[src/rtl/spi_req_arbiter_pkg.sv]
// Shared types and constants for the SPI request arbiter slice.
//   arb_state_t : arbiter FSM states
//   SPI_DATA_W  : frame width of the attached spi_master (din width)
package spi_req_arbiter_pkg;

  localparam int SPI_DATA_W = 12;

  typedef enum logic [2:0] {
    INIT   = 3'd0,
    IDLE   = 3'd1,
    LAUNCH = 3'd2,
    XFER   = 3'd3,
    DONE   = 3'd4
  } arb_state_t;

endpackage

[src/rtl/spi_req_arbiter_if.sv]
// Bundle of the requester handshake and spi_master handshake signals.
//   master modport : client/environment side (drives requests and cs)
//   slave modport  : arbiter side (drives accept/done/err, newd/din, status)
interface spi_req_arbiter_if
  import spi_req_arbiter_pkg::*;
#(
  parameter int NUM_REQ = 4,
  parameter int DATA_W  = SPI_DATA_W
);
  localparam int ID_W = $clog2(NUM_REQ);

  logic [NUM_REQ-1:0]        req_valid;
  logic [NUM_REQ*DATA_W-1:0] req_data;
  logic [NUM_REQ-1:0]        req_ready;
  logic [NUM_REQ-1:0]        done;
  logic [NUM_REQ-1:0]        err;
  logic                      spi_newd;
  logic [DATA_W-1:0]         spi_din;
  logic                      spi_cs;
  logic                      busy;
  logic [ID_W-1:0]           grant_id;

  modport master (
    output req_valid, req_data, spi_cs,
    input  req_ready, done, err, spi_newd, spi_din, busy, grant_id
  );

  modport slave (
    input  req_valid, req_data, spi_cs,
    output req_ready, done, err, spi_newd, spi_din, busy, grant_id
  );

endinterface

[src/rtl/spi_req_arbiter_rr_grant.sv]
// Combinational round-robin picker.
//   req : request vector          ptr : highest-priority index this round
//   gnt : one-hot winner          idx : winner index      any : some request set
module rr_grant #(
  parameter int NUM_REQ = 4,
  parameter int ID_W    = $clog2(NUM_REQ)
) (
  input  logic [NUM_REQ-1:0] req,
  input  logic [ID_W-1:0]    ptr,
  output logic [NUM_REQ-1:0] gnt,
  output logic [ID_W-1:0]    idx,
  output logic               any
);

  logic [ID_W-1:0] cand_s;

  // Scan ptr, ptr+1, ... with wrap; the first asserted request wins.
  always_comb begin
    gnt    = {NUM_REQ{1'b0}};
    idx    = {ID_W{1'b0}};
    any    = 1'b0;
    cand_s = {ID_W{1'b0}};
    for (int k = 0; k < NUM_REQ; k++) begin
      cand_s = ID_W'((int'(ptr) + k) % NUM_REQ);
      if (!any && req[cand_s]) begin
        any         = 1'b1;
        idx         = cand_s;
        gnt[cand_s] = 1'b1;
      end else begin
        any = any;
      end
    end
  end

endmodule

[src/rtl/spi_req_arbiter.sv]
// Round-robin arbiter sharing one spi_master transmitter among NUM_REQ
// requesters. Latches the granted word, drives newd/din, follows the frame
// via the synchronized cs, and returns one-hot accept/done/err pulses.
//   clk, rst : system clock, synchronous active-high reset
//   bus      : spi_req_arbiter_if.slave (requests, master handshake, status)
module spi_req_arbiter
  import spi_req_arbiter_pkg::*;
#(
  parameter int NUM_REQ       = 4,
  parameter int DATA_W        = SPI_DATA_W,
  parameter int START_TIMEOUT = 63,
  parameter int SYNC_STAGES   = 2
) (
  input logic         clk,
  input logic         rst,
  spi_req_arbiter_if.slave bus
);

  localparam int ID_W  = $clog2(NUM_REQ);
  localparam int CNT_W = $clog2(START_TIMEOUT + 1);

  arb_state_t             state_r, state_n;
  logic [SYNC_STAGES-1:0] cs_sync_r;
  logic                   cs_s;
  logic [ID_W-1:0]        ptr_r, ptr_n;
  logic [CNT_W-1:0]       cnt_r, cnt_n;
  logic [NUM_REQ-1:0]     req_ready_r, req_ready_n;
  logic [NUM_REQ-1:0]     done_r, done_n;
  logic [NUM_REQ-1:0]     err_r, err_n;
  logic                   spi_newd_r, spi_newd_n;
  logic [DATA_W-1:0]      spi_din_r, spi_din_n;
  logic [ID_W-1:0]        grant_id_r, grant_id_n;
  logic                   busy_r;

  logic [NUM_REQ-1:0]     rr_gnt_s;
  logic [ID_W-1:0]        rr_idx_s;
  logic                   rr_any_s;
  logic [NUM_REQ-1:0]     gid_oh_s;
  logic [ID_W-1:0]        ptr_inc_s;

  assign cs_s      = cs_sync_r[SYNC_STAGES-1];
  assign gid_oh_s  = {{(NUM_REQ-1){1'b0}}, 1'b1} << grant_id_r;
  assign ptr_inc_s = (rr_idx_s == ID_W'(NUM_REQ - 1)) ? {ID_W{1'b0}} : rr_idx_s + ID_W'(1);

  rr_grant #(
    .NUM_REQ (NUM_REQ),
    .ID_W    (ID_W)
  ) u_rr_grant (
    .req (bus.req_valid),
    .ptr (ptr_r),
    .gnt (rr_gnt_s),
    .idx (rr_idx_s),
    .any (rr_any_s)
  );

  // Next-state and next-output decode for the arbiter FSM.
  always_comb begin
    state_n     = state_r;
    ptr_n       = ptr_r;
    cnt_n       = cnt_r;
    req_ready_n = {NUM_REQ{1'b0}};
    done_n      = {NUM_REQ{1'b0}};
    err_n       = {NUM_REQ{1'b0}};
    spi_newd_n  = spi_newd_r;
    spi_din_n   = spi_din_r;
    grant_id_n  = grant_id_r;
    case (state_r)
      // The counter doubles as a flush delay so the reset value of the
      // synchronizer is not mistaken for an idle master.
      INIT: begin
        if (cs_s && (cnt_r >= CNT_W'(SYNC_STAGES))) begin
          state_n = IDLE;
        end else if (cnt_r < CNT_W'(SYNC_STAGES)) begin
          cnt_n = cnt_r + CNT_W'(1);
        end else begin
          cnt_n = cnt_r;
        end
      end
      IDLE: begin
        if (rr_any_s) begin
          req_ready_n = rr_gnt_s;
          spi_din_n   = bus.req_data[rr_idx_s*DATA_W +: DATA_W];
          grant_id_n  = rr_idx_s;
          ptr_n       = ptr_inc_s;
          cnt_n       = {CNT_W{1'b0}};
          spi_newd_n  = 1'b1;
          state_n     = LAUNCH;
        end else begin
          state_n = IDLE;
        end
      end
      // newd drops as soon as the frame starts so the master does not
      // relaunch when it returns to idle.
      LAUNCH: begin
        if (!cs_s) begin
          spi_newd_n = 1'b0;
          state_n    = XFER;
        end else if (cnt_r == CNT_W'(START_TIMEOUT)) begin
          spi_newd_n = 1'b0;
          err_n      = gid_oh_s;
          state_n    = INIT;
        end else begin
          cnt_n = cnt_r + CNT_W'(1);
        end
      end
      XFER: begin
        if (cs_s) begin
          state_n = DONE;
        end else begin
          state_n = XFER;
        end
      end
      DONE: begin
        done_n  = gid_oh_s;
        state_n = IDLE;
      end
      default: begin
        spi_newd_n = 1'b0;
        state_n    = INIT;
      end
    endcase
  end

  // State, synchronizer and registered outputs.
  always_ff @(posedge clk) begin
    if (rst) begin
      state_r     <= INIT;
      cs_sync_r   <= {SYNC_STAGES{1'b1}};
      ptr_r       <= {ID_W{1'b0}};
      cnt_r       <= {CNT_W{1'b0}};
      req_ready_r <= {NUM_REQ{1'b0}};
      done_r      <= {NUM_REQ{1'b0}};
      err_r       <= {NUM_REQ{1'b0}};
      spi_newd_r  <= 1'b0;
      spi_din_r   <= {DATA_W{1'b0}};
      grant_id_r  <= {ID_W{1'b0}};
      busy_r      <= 1'b1;
    end else begin
      state_r     <= state_n;
      cs_sync_r   <= {cs_sync_r[SYNC_STAGES-2:0], bus.spi_cs};
      ptr_r       <= ptr_n;
      cnt_r       <= cnt_n;
      req_ready_r <= req_ready_n;
      done_r      <= done_n;
      err_r       <= err_n;
      spi_newd_r  <= spi_newd_n;
      spi_din_r   <= spi_din_n;
      grant_id_r  <= grant_id_n;
      busy_r      <= (state_n != IDLE);
    end
  end

  assign bus.req_ready = req_ready_r;
  assign bus.done      = done_r;
  assign bus.err       = err_r;
  assign bus.spi_newd  = spi_newd_r;
  assign bus.spi_din   = spi_din_r;
  assign bus.grant_id  = grant_id_r;
  assign bus.busy      = busy_r;

endmodule
[src/flat_wrapper.sv]
// flat-port wrapper written by rule: the top's interface ports become plain ports
module spi_req_arbiter_flat import spi_req_arbiter_pkg::*;
#(
  parameter int NUM_REQ       = 4,
  parameter int DATA_W        = SPI_DATA_W,
  parameter int START_TIMEOUT = 63,
  parameter int SYNC_STAGES   = 2
)
  (clk, rst, bus_req_valid, bus_req_data, bus_spi_cs, bus_req_ready, bus_done, bus_err, bus_spi_newd, bus_spi_din, bus_busy, bus_grant_id);
  spi_req_arbiter_if #(.NUM_REQ(NUM_REQ), .DATA_W(DATA_W)) bus_i ();
  input logic clk;
  input logic rst;
  input wire logic [$bits(bus_i.req_valid)-1:0] bus_req_valid;
  input wire logic [$bits(bus_i.req_data)-1:0] bus_req_data;
  input wire logic [$bits(bus_i.spi_cs)-1:0] bus_spi_cs;
  output wire logic [$bits(bus_i.req_ready)-1:0] bus_req_ready;
  output wire logic [$bits(bus_i.done)-1:0] bus_done;
  output wire logic [$bits(bus_i.err)-1:0] bus_err;
  output wire logic [$bits(bus_i.spi_newd)-1:0] bus_spi_newd;
  output wire logic [$bits(bus_i.spi_din)-1:0] bus_spi_din;
  output wire logic [$bits(bus_i.busy)-1:0] bus_busy;
  output wire logic [$bits(bus_i.grant_id)-1:0] bus_grant_id;
  assign bus_i.req_valid = bus_req_valid;
  assign bus_i.req_data = bus_req_data;
  assign bus_i.spi_cs = bus_spi_cs;
  assign bus_req_ready = bus_i.req_ready;
  assign bus_done = bus_i.done;
  assign bus_err = bus_i.err;
  assign bus_spi_newd = bus_i.spi_newd;
  assign bus_spi_din = bus_i.spi_din;
  assign bus_busy = bus_i.busy;
  assign bus_grant_id = bus_i.grant_id;
  spi_req_arbiter #(.NUM_REQ(NUM_REQ), .DATA_W(DATA_W), .START_TIMEOUT(START_TIMEOUT), .SYNC_STAGES(SYNC_STAGES)) u_core (.clk(clk), .rst(rst), .bus(bus_i));
endmodule
[config.mk]
export PLATFORM = sky130hd
export DESIGN_NAME = spi_req_arbiter_flat
export DESIGN_NICKNAME = d
export VERILOG_FILES = /design/src/rtl/spi_req_arbiter_pkg.sv /design/src/rtl/spi_req_arbiter_if.sv /design/src/rtl/spi_req_arbiter_rr_grant.sv /design/src/rtl/spi_req_arbiter.sv /design/src/flat_wrapper.sv
export SDC_FILE = /design/constraint.sdc
export NUM_CORES = 1
export LEC_CHECK = 0
export BUFFER_PORTS_ARGS = -buffer_cell sky130_fd_sc_hd__buf_2
export CAP_MARGIN = 20
export CORE_UTILIZATION = 50
export DETAILED_ROUTE_END_ITERATION = 12
export PLACE_DENSITY = 0.8
export SYNTH_ARGS = -nofsm -noshare
export SYNTH_HDL_FRONTEND = slang
export SYNTH_HIERARCHICAL = 1
export SYNTH_SLANG_ARGS = --single-unit
[constraint.sdc]
create_clock -name clk -period 5.3 [get_ports clk]
set_clock_uncertainty 0.05 [all_clocks]
set_input_delay 0.795 -clock clk [delete_from_list [all_inputs] [get_ports clk]]
set_output_delay 0.795 -clock clk [all_outputs]
set_load 0.05 [all_outputs]
* Word level (Yosys, flattened, before mapping) *
Cells that the tools add are included.

word-level totals
  register bits = 41
  input port bits = 55
  output and inout bits = 28
  logic and storage cells = 117

operators by class
  add/sub/neg operators = 5
  $mul = 1
  $lt $le $gt $ge = 10
  equal/unequal tests = 13
  shift-type cells = 2
  mux-type cells = 45
  bitwise operators = 10
  reductions and logical operators = 20

operators by type and width
  cell                   number
  $shiftx A48 B7 Y12     1
  $mux W6                5
  $pmux W6 S3            1
  $mux W4                4
  $mux W1                15
  $pmux W3 S5            1
  $lt A2 B3 Y1 const B   4
  $mux W2                6
  $mux W3                4
  $or A4 B4 Y4           3
  $bmux W1 S2            4
  $demux W1 S2           4
  $ge A2 B1 Y1 const B   4
  $logic_and A1 B1 Y1    8
  $not A1 Y1             7
  $add A6 B1 Y6 const B  1
  $eq A3 B2 Y1 const B   2
  $eq A6 B6 Y1 const B   1
  $ge A6 B2 Y1 const B   1
  $lt A6 B2 Y1 const B   1
  $ne A2 B1 Y1 const B   3
  $reduce_and A6 Y1      1
  $reduce_or A3 Y1       2
  $add A2 B1 Y2 const B  2
  other kinds (17)       21

* Depth between registers and ports, before layout *
Gate-level depths: netlist of the first run.

  depth after elaboration = 15
  depth in mapped cells = 13
  depth with buffers taken out = 10

* Modules after synthesis *
The synthesis of the first run kept the hierarchy.

by module, submodules not included
  module           instances  cells an instance  area an instance (µm²)
  spi_req_arbiter  1          198                1898.1
  rr_grant         1          45                 419.2

* Worst setup path before layout of the first run *
Ideal clock, no wire load.

  path kind = input port to flip-flop
  start point = in bus_req_valid[3]
  end point = reg u_core.spi_din_r[10], in the netlist u_core/bus.spi_din[10]
  arrival = 3066 ps
  required time = 5118 ps
  path slack = 2051 ps
  stages = 8
  buffers on the path = 3
  cell sequence = mux4_2 > clkbuf_1 > o31ai_1 > clkbuf_1 > buf_2 > mux4_2 > nand2_1 > a21oi_1

on the way
  cells in the longest elaborated chain, start to end = 14
  elaborated cells between the ends (all ways) = 25

RTL lines
  what                           line                            text
  from (decl)                    flat_wrapper.sv:13              input wire logic [$bits(bus_i.req_valid)-1:0] bus_req_valid;
  $bmux W1 S2                    spi_req_arbiter_rr_grant.sv:25  if (!any && req[cand_s]) begin
  $mux W1 (implied by the code)  spi_req_arbiter_rr_grant.sv:25
  $mux W1                        spi_req_arbiter_rr_grant.sv:25
  $logic_not A1 Y1               spi_req_arbiter_rr_grant.sv:25
  $logic_and A1 B1 Y1            spi_req_arbiter_rr_grant.sv:25
  $mux W1                        spi_req_arbiter_rr_grant.sv:25
  $logic_not A1 Y1               spi_req_arbiter_rr_grant.sv:25
  $logic_and A1 B1 Y1            spi_req_arbiter_rr_grant.sv:25
  $mux W1                        spi_req_arbiter_rr_grant.sv:25
  $logic_not A1 Y1               spi_req_arbiter_rr_grant.sv:25
  $logic_and A1 B1 Y1            spi_req_arbiter_rr_grant.sv:25
  $mux W2 *                      spi_req_arbiter_rr_grant.sv:25
  net u_core.rr_idx_s[0]         spi_req_arbiter.sv:36           logic [ID_W-1:0] rr_idx_s;
  $mul A2 B2 Y4 *                spi_req_arbiter.sv:82           spi_din_n = bus.req_data[rr_idx_s*DATA_W +: DATA_W];
  $shiftx A48 B7 Y12 *           spi_req_arbiter.sv:82
  to (signal assigned)           spi_req_arbiter.sv:135          spi_din_r <= {DATA_W{1'b0}};
  to (signal assigned)           spi_req_arbiter.sv:147          spi_din_r <= spi_din_n;
  to (decl)                      spi_req_arbiter.sv:31           logic [DATA_W-1:0] spi_din_r, spi_din_n;

The timed path passes the listed nets; every way through them passes the cells marked *. The select of a mux whose other input is x is not followed.
A chain may end at the register's enable or synchronous reset.

* Worst setup path after layout of the first run *
  start point = reg u_core.ptr_r[0]
  end point = reg u_core.spi_din_r[8], in the netlist u_core/bus.spi_din[8]

on the way
  cells in the longest elaborated chain, start to end = 14
  elaborated cells between the ends (all ways) = 28

RTL lines
  what                                                                    line                            text
  from (decl)                                                             spi_req_arbiter.sv:25           logic [ID_W-1:0] ptr_r, ptr_n;
  from (signal assigned)                                                  spi_req_arbiter.sv:129          ptr_r <= {ID_W{1'b0}};
  from (signal assigned)                                                  spi_req_arbiter.sv:141          ptr_r <= ptr_n;
  parallel branches: the longest is 11 deep, another holds $add A2 B1 Y2  --
  $mux W2 *                                                               spi_req_arbiter_rr_grant.sv:25
  net u_core.rr_idx_s[0]                                                  spi_req_arbiter.sv:36
  $mul A2 B2 Y4 *                                                         spi_req_arbiter.sv:82
  $shiftx A48 B7 Y12 *                                                    spi_req_arbiter.sv:82

Mark *: on every way through the listed nets, which the timed path passes. The select of a mux whose other input is x is not followed.

==> results by group, run 1 <==
Status
  • Status: completed

Synth
  • Top cell type's share of synthesized area: 35.4%
  • Yosys reg bits: 41
  • Mapped Avg Cell Area: 9.54 um2
  • Distinct cell type count after synthesis: 49
  • Register area share after synthesis: 35.4%
  • Mapped Area: 0.00232 mm2
  • Largest area contributor in the netlist: dfxtp_1
  • Synth top area cells: dfxtp_1 (35%), mux4_2 (14%), nand2_1 (6.2%), a21oi_1 (5.0%), ha_1 (4.3%)
  • Ys Warns: 6
  • Number of synthesized flops with an enable pin: 0
  • Async SR Flop Fraction: 0%
  • Synth Instances: 243
  • Synth Net Count: 306
  • Synth Flop Type: dfxtp_1

Floorplan
  • Number of cell rows: 24
  • Chip Height: 70.1 um
  • DIE AREA: 0.00491 mm2
  • Die width: 70.1 um
  • Core outline area: 0.00441 mm2
  • # IOs: 83
  • Initial core utilization: 52.5%

Power and ir drop
  • Cell Pwr Density: 466 mW/mm2
  • Leak: 1.24 nW
  • Maximum vdd drop: 318 uV
  • Internal power: 0.000772 W
  • Total chip power: 0.00132 W
  • Seq pwr share: 30.8%
  • Net Switching: 0.000552 W
  • Clk network pwr share: 18.7%
  • Comb pwr share: 50.5%
  • Sw frac: 41.7%

Cells and area
  • Filler cells: 371
  • Post-Layout Cell Count: 371
  • # diodes: 0
  • Layout net count: 381
  • Final Util: 64.3%
  • Area Overhead vs Synth: 22.6%
  • Layout cell share with drive strength beyond 1: 37.3%

Timing
  • Max frequency: 0.284 GHz
  • Fin crit share: 66.4%
  • TNS Setup: 0 ns
  • Final min period: 3.52 ns
  • Worst Slack Setup Final: 1.78 ns
  • RSZ-0062 raised after global routing: false
  • Max_slew headroom: 32.6%
  • Final count of pins violating max slew: 0
  • Fin. Hold Viols: 0
  • Setup Viol. Count Final: 0
  • Worst slew pin tran: 1.01 ns

Drt
  • Vias per std cell: 5.65
  • WL final: 5000 um
  • DR top layer: met4
  • Via count: 2,098
  • M1 WL: 2090 um
  • Wire length per cell: 13.5 um
  • DR iter-0 viols: 149
  • DRC Markers: 0
  • Wire length on met3: 241 um
  • Met2 wire len: 2620 um
  • Post-route ant nets: 0
  • TritonRoute pass-1 iters: 5

Clock network
  • Clock transition at path regs: 0.08 ns
  • Clock Path Buffers: 2
  • CTS root buffer: clkbuf_8
  • Sink Count: 41
  • CTS buffer count: 5
  • CTS resizes: 0
  • Setup bufs post-CTS: 0
  • CTS Hold Buffers Added: 0
  • CTS tree: done
  • Clock latency on the worst-skew pair: 0.29 ns
  • Htree depth: 2

Critical path
  • Worst path arrival time: 3.62 ns
  • Crit end category: flop
  • Crit path max fanout: 15
  • Crit Path Class: reg -> reg
  • Critical path required time: 5.40 ns
  • CP Launch Type: flop

Global route
  • GRT overflow: 0
  • Global-route wire length before repair: 8470 um
  • Largest net degree at the start of global routing: 29
  • Number of global-route vias before repair: 1,960
  • GRT Overall Usage: 21.1%
  • Initial antenna violation count: 0

Worst hold path
  • HP Class: reg -> reg

Placed design
  • GPL Wtd Cong: 0.872
  • DP Wirelength: 3590 um
  • Placed Cells: 363
  • Setup WS pre-CTS: 1.75 ns
  • Buffers added on ports: 82

Run
  • Max cap viols: 0
## final timing paths
path / from / to / slack [ns] / depth (start not counted)
max reg2reg: u_core/ptr_r[0] / u_core/bus.spi_din[8] / 1.78 / 8
max: u_core/ptr_r[0] / u_core/bus.spi_din[8] / 1.78 / 8
min: u_core/cs_sync_r[0] / u_core/cs_sync_r[1] / 0.37 / 1
min reg2reg: u_core/cs_sync_r[0] / u_core/cs_sync_r[1] / 0.37 / 1
## Yosys cell counts (2+ instances only)
cell and number:
a21oi_1 23, a22oi_1 8, and2_1 5, and3_1 3
and3_2 2, buf_6 2, clkbuf_1 7, clkbuf_8 2
dfxtp_1 41, ha_1 8, inv_1 6, mux2_2 2
mux2i_1 2, mux4_1 2, mux4_2 14, nand2_1 38
nand2b_1 5, nand3_1 4, nand3b_1 3, nor2_1 17
nor3_1 6, nor4bb_1 2, o211ai_1 2, o21ai_0 9
o21bai_1 2, or2_2 3, or3_1 3
## layout make-up
cell class	instances	area (um2)	area share, %
multi-input combinational	182	1410	49.6
sequential	41	821	28.9
timing repair buffer	82	410	14.4
clock buffer	5	68.8	2.42
tap	52	65.1	2.29
clock inverter	3	43.8	1.54
inverter	6	22.5	0.793
## critical path, cell delays in order (launching register included)
cell,delay [ns]
dfxtp_1,0.69
inv_1,0.17
ha_1,0.39
mux4_2,0.39
a21oi_1,0.11
o31ai_4,0.82
mux4_2,0.61
nand2_1,0.08
a21oi_1,0.07
## power by group through the flow
stage	clock network, W	registers [W]	logic (W)
finish	0.000248	0.000407	0.000669
floorplan	0	0.000492	0.000471
global route	0.000268	0.000416	0.000727
CTS	0.000253	0.000407	0.000669
detailed placement	0	0.000414	0.000665
global placement	0	0.000412	0.000651
## registers in the layout (all words and copies together) (netlist names)
signal	cells
u_core/bus.busy	1
u_core/cnt_r	6
u_core/ptr_r	2
u_core/bus.req_ready	4
u_core/bus.err	4
u_core/cs_sync_r	2
u_core/state_r	3
u_core/bus.spi_din	12
u_core/bus.grant_id	2
u_core/bus.spi_newd	1
u_core/bus.done	4
## stage by stage
stage | hold slack [ns] | area [um2]
4_1_cts | 0.364 | 2840
3_3_place_gp | 0.346 | 2730
5_1_grt | 0.383 | 2840
6_report | 0.365 | 2840
2_1_floorplan | 0.339 | 2320
3_5_place_dp | 0.352 | 2730
## placed cells by master, fill, tap and decap left out, types with 3 or more instances in the layout
cell / netlist / final
a22oi_1: 8 / 8
or2_2: 3 / 3
clkbuf_8: 2 / 5
o21ai_0: 9 / 9
ha_1: 8 / 8
nand3_1: 4 / 4
nor2_1: 17 / 17
and3_1: 3 / 3
or3_1: 3 / 3
nand3b_1: 3 / 3
buf_2: 1 / 82
dfxtp_1: 41 / 41
a21oi_1: 23 / 23
nor3_1: 6 / 6
nand2b_1: 5 / 5
mux4_2: 14 / 14
nand2_1: 38 / 38
inv_1: 6 / 6
and2_1: 5 / 5
## per-layer routing
metal  up-vias  track usage (%)
met5         -                0
met4         0             7.56
met3         5             3.75
met2        65             37.2
met1       995             25.8
li1       1033                -
## cell families after synthesis
| kind of cell | count (synthesis) | share of synthesized area [%] |
|---|---|---|
| buffers and inverters | 20 | 5.02 |
| AND/OR/NAND/NOR | 100 | 22.6 |
| AO/OA/AOI/OAI | 54 | 14.9 |
| flip-flops | 41 | 35.4 |
| multiplexers | 20 | 17.7 |
| adder cells (fa/ha/maj) | 8 | 4.32 |
Power figures use the tool's default switching activity.
==> run 2: changes to the inputs <==
Clock period 5.3 ns to 3.54 ns, I/O delays scaled along.
==> results by group, run 2 (same netlist as run 1, synthesis figures left out) <==
Drt
  • WL final: 4750 um (was 5000 um)
  • Wire length on met3: 260 um (was 241 um)
  • Post-route ant nets: 0 (unchanged)
  • TritonRoute pass-1 iters: 4 (was 5)
  • Vias per std cell: 5.50 (was 5.65)
  • DR iter-0 viols: 153 (was 149)
  • Met2 wire len: 2360 um (was 2620 um)
  • Wire length per cell: 12.7 um (was 13.5 um)
  • DR top layer: met4 (unchanged)
  • Via count: 2,061 (was 2,098)
  • M1 WL: 2060 um (was 2090 um)
  • DRC Markers: 0 (unchanged)

Critical path
  • Crit Path Class: reg -> reg (unchanged)
  • R2R cell count: 9 (was 8)
  • Crit path launch: u_core/ptr_r[1] (was u_core/ptr_r[0])
  • Crit path max fanout: 19 (was 15)
  • R2R setup slack: 0.60 ns (was 1.78 ns)
  • Crit end category: flop (unchanged)
  • Worst r2r dst: u_core/cnt_r[2] (was u_core/bus.spi_din[8])
  • Worst path arrival time: 3.09 ns (was 3.62 ns)
  • R2R Path Start: u_core/ptr_r[1] (was u_core/ptr_r[0])
  • Critical path required time: 3.68 ns (was 5.40 ns)
  • CP Launch Type: flop (unchanged)
  • Crit path to: u_core/cnt_r[2] (was u_core/bus.spi_din[8])

Clock network
  • Clock latency on the worst-skew pair: 0.29 ns (about the same)
  • CTS buffer count: 5 (unchanged)
  • CTS tree: done (unchanged)
  • Clock transition at path regs: 0.08 ns (about the same)
  • Sink Count: 41 (unchanged)
  • CTS resizes: 0 (unchanged)
  • CTS root buffer: clkbuf_8 (unchanged)
  • CTS Hold Buffers Added: 0 (unchanged)
  • Htree depth: 2 (unchanged)
  • Clock Path Buffers: 2 (unchanged)
  • Setup bufs post-CTS: 0 (unchanged)

Cells and area
  • Layout cell share with drive strength beyond 1: 38.1% (was 37.3%)
  • FF/Latch Area: 821 um2 (unchanged)
  • Max reg flops: 12 (unchanged)
  • Area occupied by multi-input gates: 0.00141 mm2 (unchanged)
  • Most frequent cells in the layout: buf_2 (82), dfxtp_1 (41), nand2_1 (38), a21oi_1 (23), nor2_1 (17) (unchanged)
  • Layout net count: 385 (was 381)
  • Area Overhead vs Synth: 24.2% (was 22.6%)
  • Most common cell after layout, fill and taps aside: buf_2 (unchanged)
  • # diodes: 0 (unchanged)
  • Filler cells: 361 (was 371)

Placed design
  • Setup WS pre-CTS: 0.551 ns (was 1.75 ns)
  • DP Wirelength: 3530 um (was 3590 um)
  • GPL Wtd Cong: 0.903 (was 0.872)
  • Buffers added on ports: 82 (unchanged)

Run
  • Max cap viols: 0 (unchanged)

Global route
  • GRT overflow: 0 (unchanged)
  • Initial antenna violation count: 0 (unchanged)
  • GRT Overall Usage: 19.8% (was 21.1%)
  • Global-route wire length before repair: 7870 um (was 8470 um)
  • Number of global-route vias before repair: 1,796 (was 1,960)
  • Largest net degree at the start of global routing: 29 (unchanged)

Floorplan
  • # IOs: 83 (unchanged)
  • DIE AREA: 0.00491 mm2 (unchanged)
  • Number of cell rows: 24 (unchanged)
  • Die width: 70.1 um (unchanged)
  • Chip Height: 70.1 um (unchanged)
  • Initial core utilization: 52.5% (unchanged)
  • Core outline area: 0.00441 mm2 (unchanged)

Timing
  • Worst Slack Setup Final: 0.595 ns (was 1.78 ns)
  • Fin crit share: 83.2% (was 66.4%)
  • RSZ-0062 raised after global routing: false (unchanged)
  • TNS Setup: 0 ns (unchanged)
  • Fin. Hold Viols: 0 (unchanged)
  • Max_slew headroom: 39.5% (was 32.6%)
  • Final min period: 2.94 ns (was 3.52 ns)
  • Setup Viol. Count Final: 0 (unchanged)
  • Max frequency: 0.340 GHz (was 0.284 GHz)
  • Worst slew pin tran: 0.907 ns (was 1.01 ns)
  • Final count of pins violating max slew: 0 (unchanged)

Power and ir drop
  • Sw frac: 40.8% (was 41.7%)
  • Maximum vdd drop: 374 uV (was 318 uV)
  • Cell Pwr Density: 701 mW/mm2 (was 466 mW/mm2)
  • Net Switching: 0.000823 W (was 0.000552 W)
  • Clk network pwr share: 19.6% (was 18.7%)
  • Comb pwr share: 51.2% (was 50.5%)
  • Seq pwr share: 29.2% (was 30.8%)
  • Total chip power: 0.00202 W (was 0.00132 W)
  • Leak: 1.26 nW (was 1.24 nW)
  • Internal power: 0.00119 W (was 0.000772 W)

Worst hold path
  • HP Class: reg -> reg (unchanged)

Status
  • Status: completed (unchanged)
==> run 2: changes by cell type in the layout (fill, tap and decap cells not counted), sizes merged <==
| cell | delta |
|---|---|
| buf | +4 |
| clkbuf | +1 |
| clkinv | -1 |
| clkinvlp | +1 |
| inv | -1 |
==> run 2: final cells by class <==
| type | count | share of cell area (%) |
|---|---|---|
| clock inverter | 2 | 1.30 |
| inverter | 6 | 0.783 |
| timing repair buffer | 86 | 15.3 |
| multi-input combinational | 182 | 49.0 |
| tap | 52 | 2.26 |
| sequential | 41 | 28.5 |
| clock buffer | 6 | 2.87 |
==> run 2: power groups by stage <==
stage	clock, W	combinational [W]	sequential, W
2_1_floorplan	0	0.000706	0.000737
3_3_place_gp	0	0.00102	0.000598
3_5_place_dp	0	0.00103	0.000599
4_1_cts	0.000400	0.00103	0.000589
5_1_grt	0.000420	0.00113	0.000599
6_report	0.000394	0.00103	0.000589
==> run 2: worst min-delay path by stage <==
stage                                   start                   to  slack (ns)  cells past startpoint
after CTS                          bus_spi_cs  u_core/cs_sync_r[0]        0.38                      2
after global placement    u_core/cs_sync_r[0]  u_core/cs_sync_r[1]        0.34                      1
final                     u_core/cs_sync_r[0]  u_core/cs_sync_r[1]        0.38                      1
after detailed placement  u_core/cs_sync_r[0]  u_core/cs_sync_r[1]        0.37                      1
after global routing               bus_spi_cs  u_core/cs_sync_r[0]        0.37                      2
after floorplan           u_core/cs_sync_r[0]  u_core/cs_sync_r[1]        0.34                      1
==> run 2: worst max-delay path, stage by stage, from the launching register on <==
cell and delay (ns):
dfxtp_1 0.34, inv_1 0.08, ha_1 0.34, mux4_2 0.39, nor3_1 0.10, nand2b_1 0.13, nor4bb_4 0.84, or2_2 0.30
nor2_1 0.05, a41o_1 0.23
==> run 2: per-layer routing <==
metal  global-route usage, %  up-vias
met1                    25.0      931
met5                       0        -
met2                    33.3       78
met4                    7.78        0
li1                        -     1046
met3                    4.04        6
==> run 2: metrics by stage <==
step	util [%]	hold slack (ns)	area, um2	std cells
floorplan	-	0.339	2320	243
global placement	62.5	0.343	2760	367
detailed placement	62.5	0.367	2760	367
CTS	65.2	0.377	2880	375
global route	65.2	0.371	2880	375
finish	65.2	0.381	2880	375
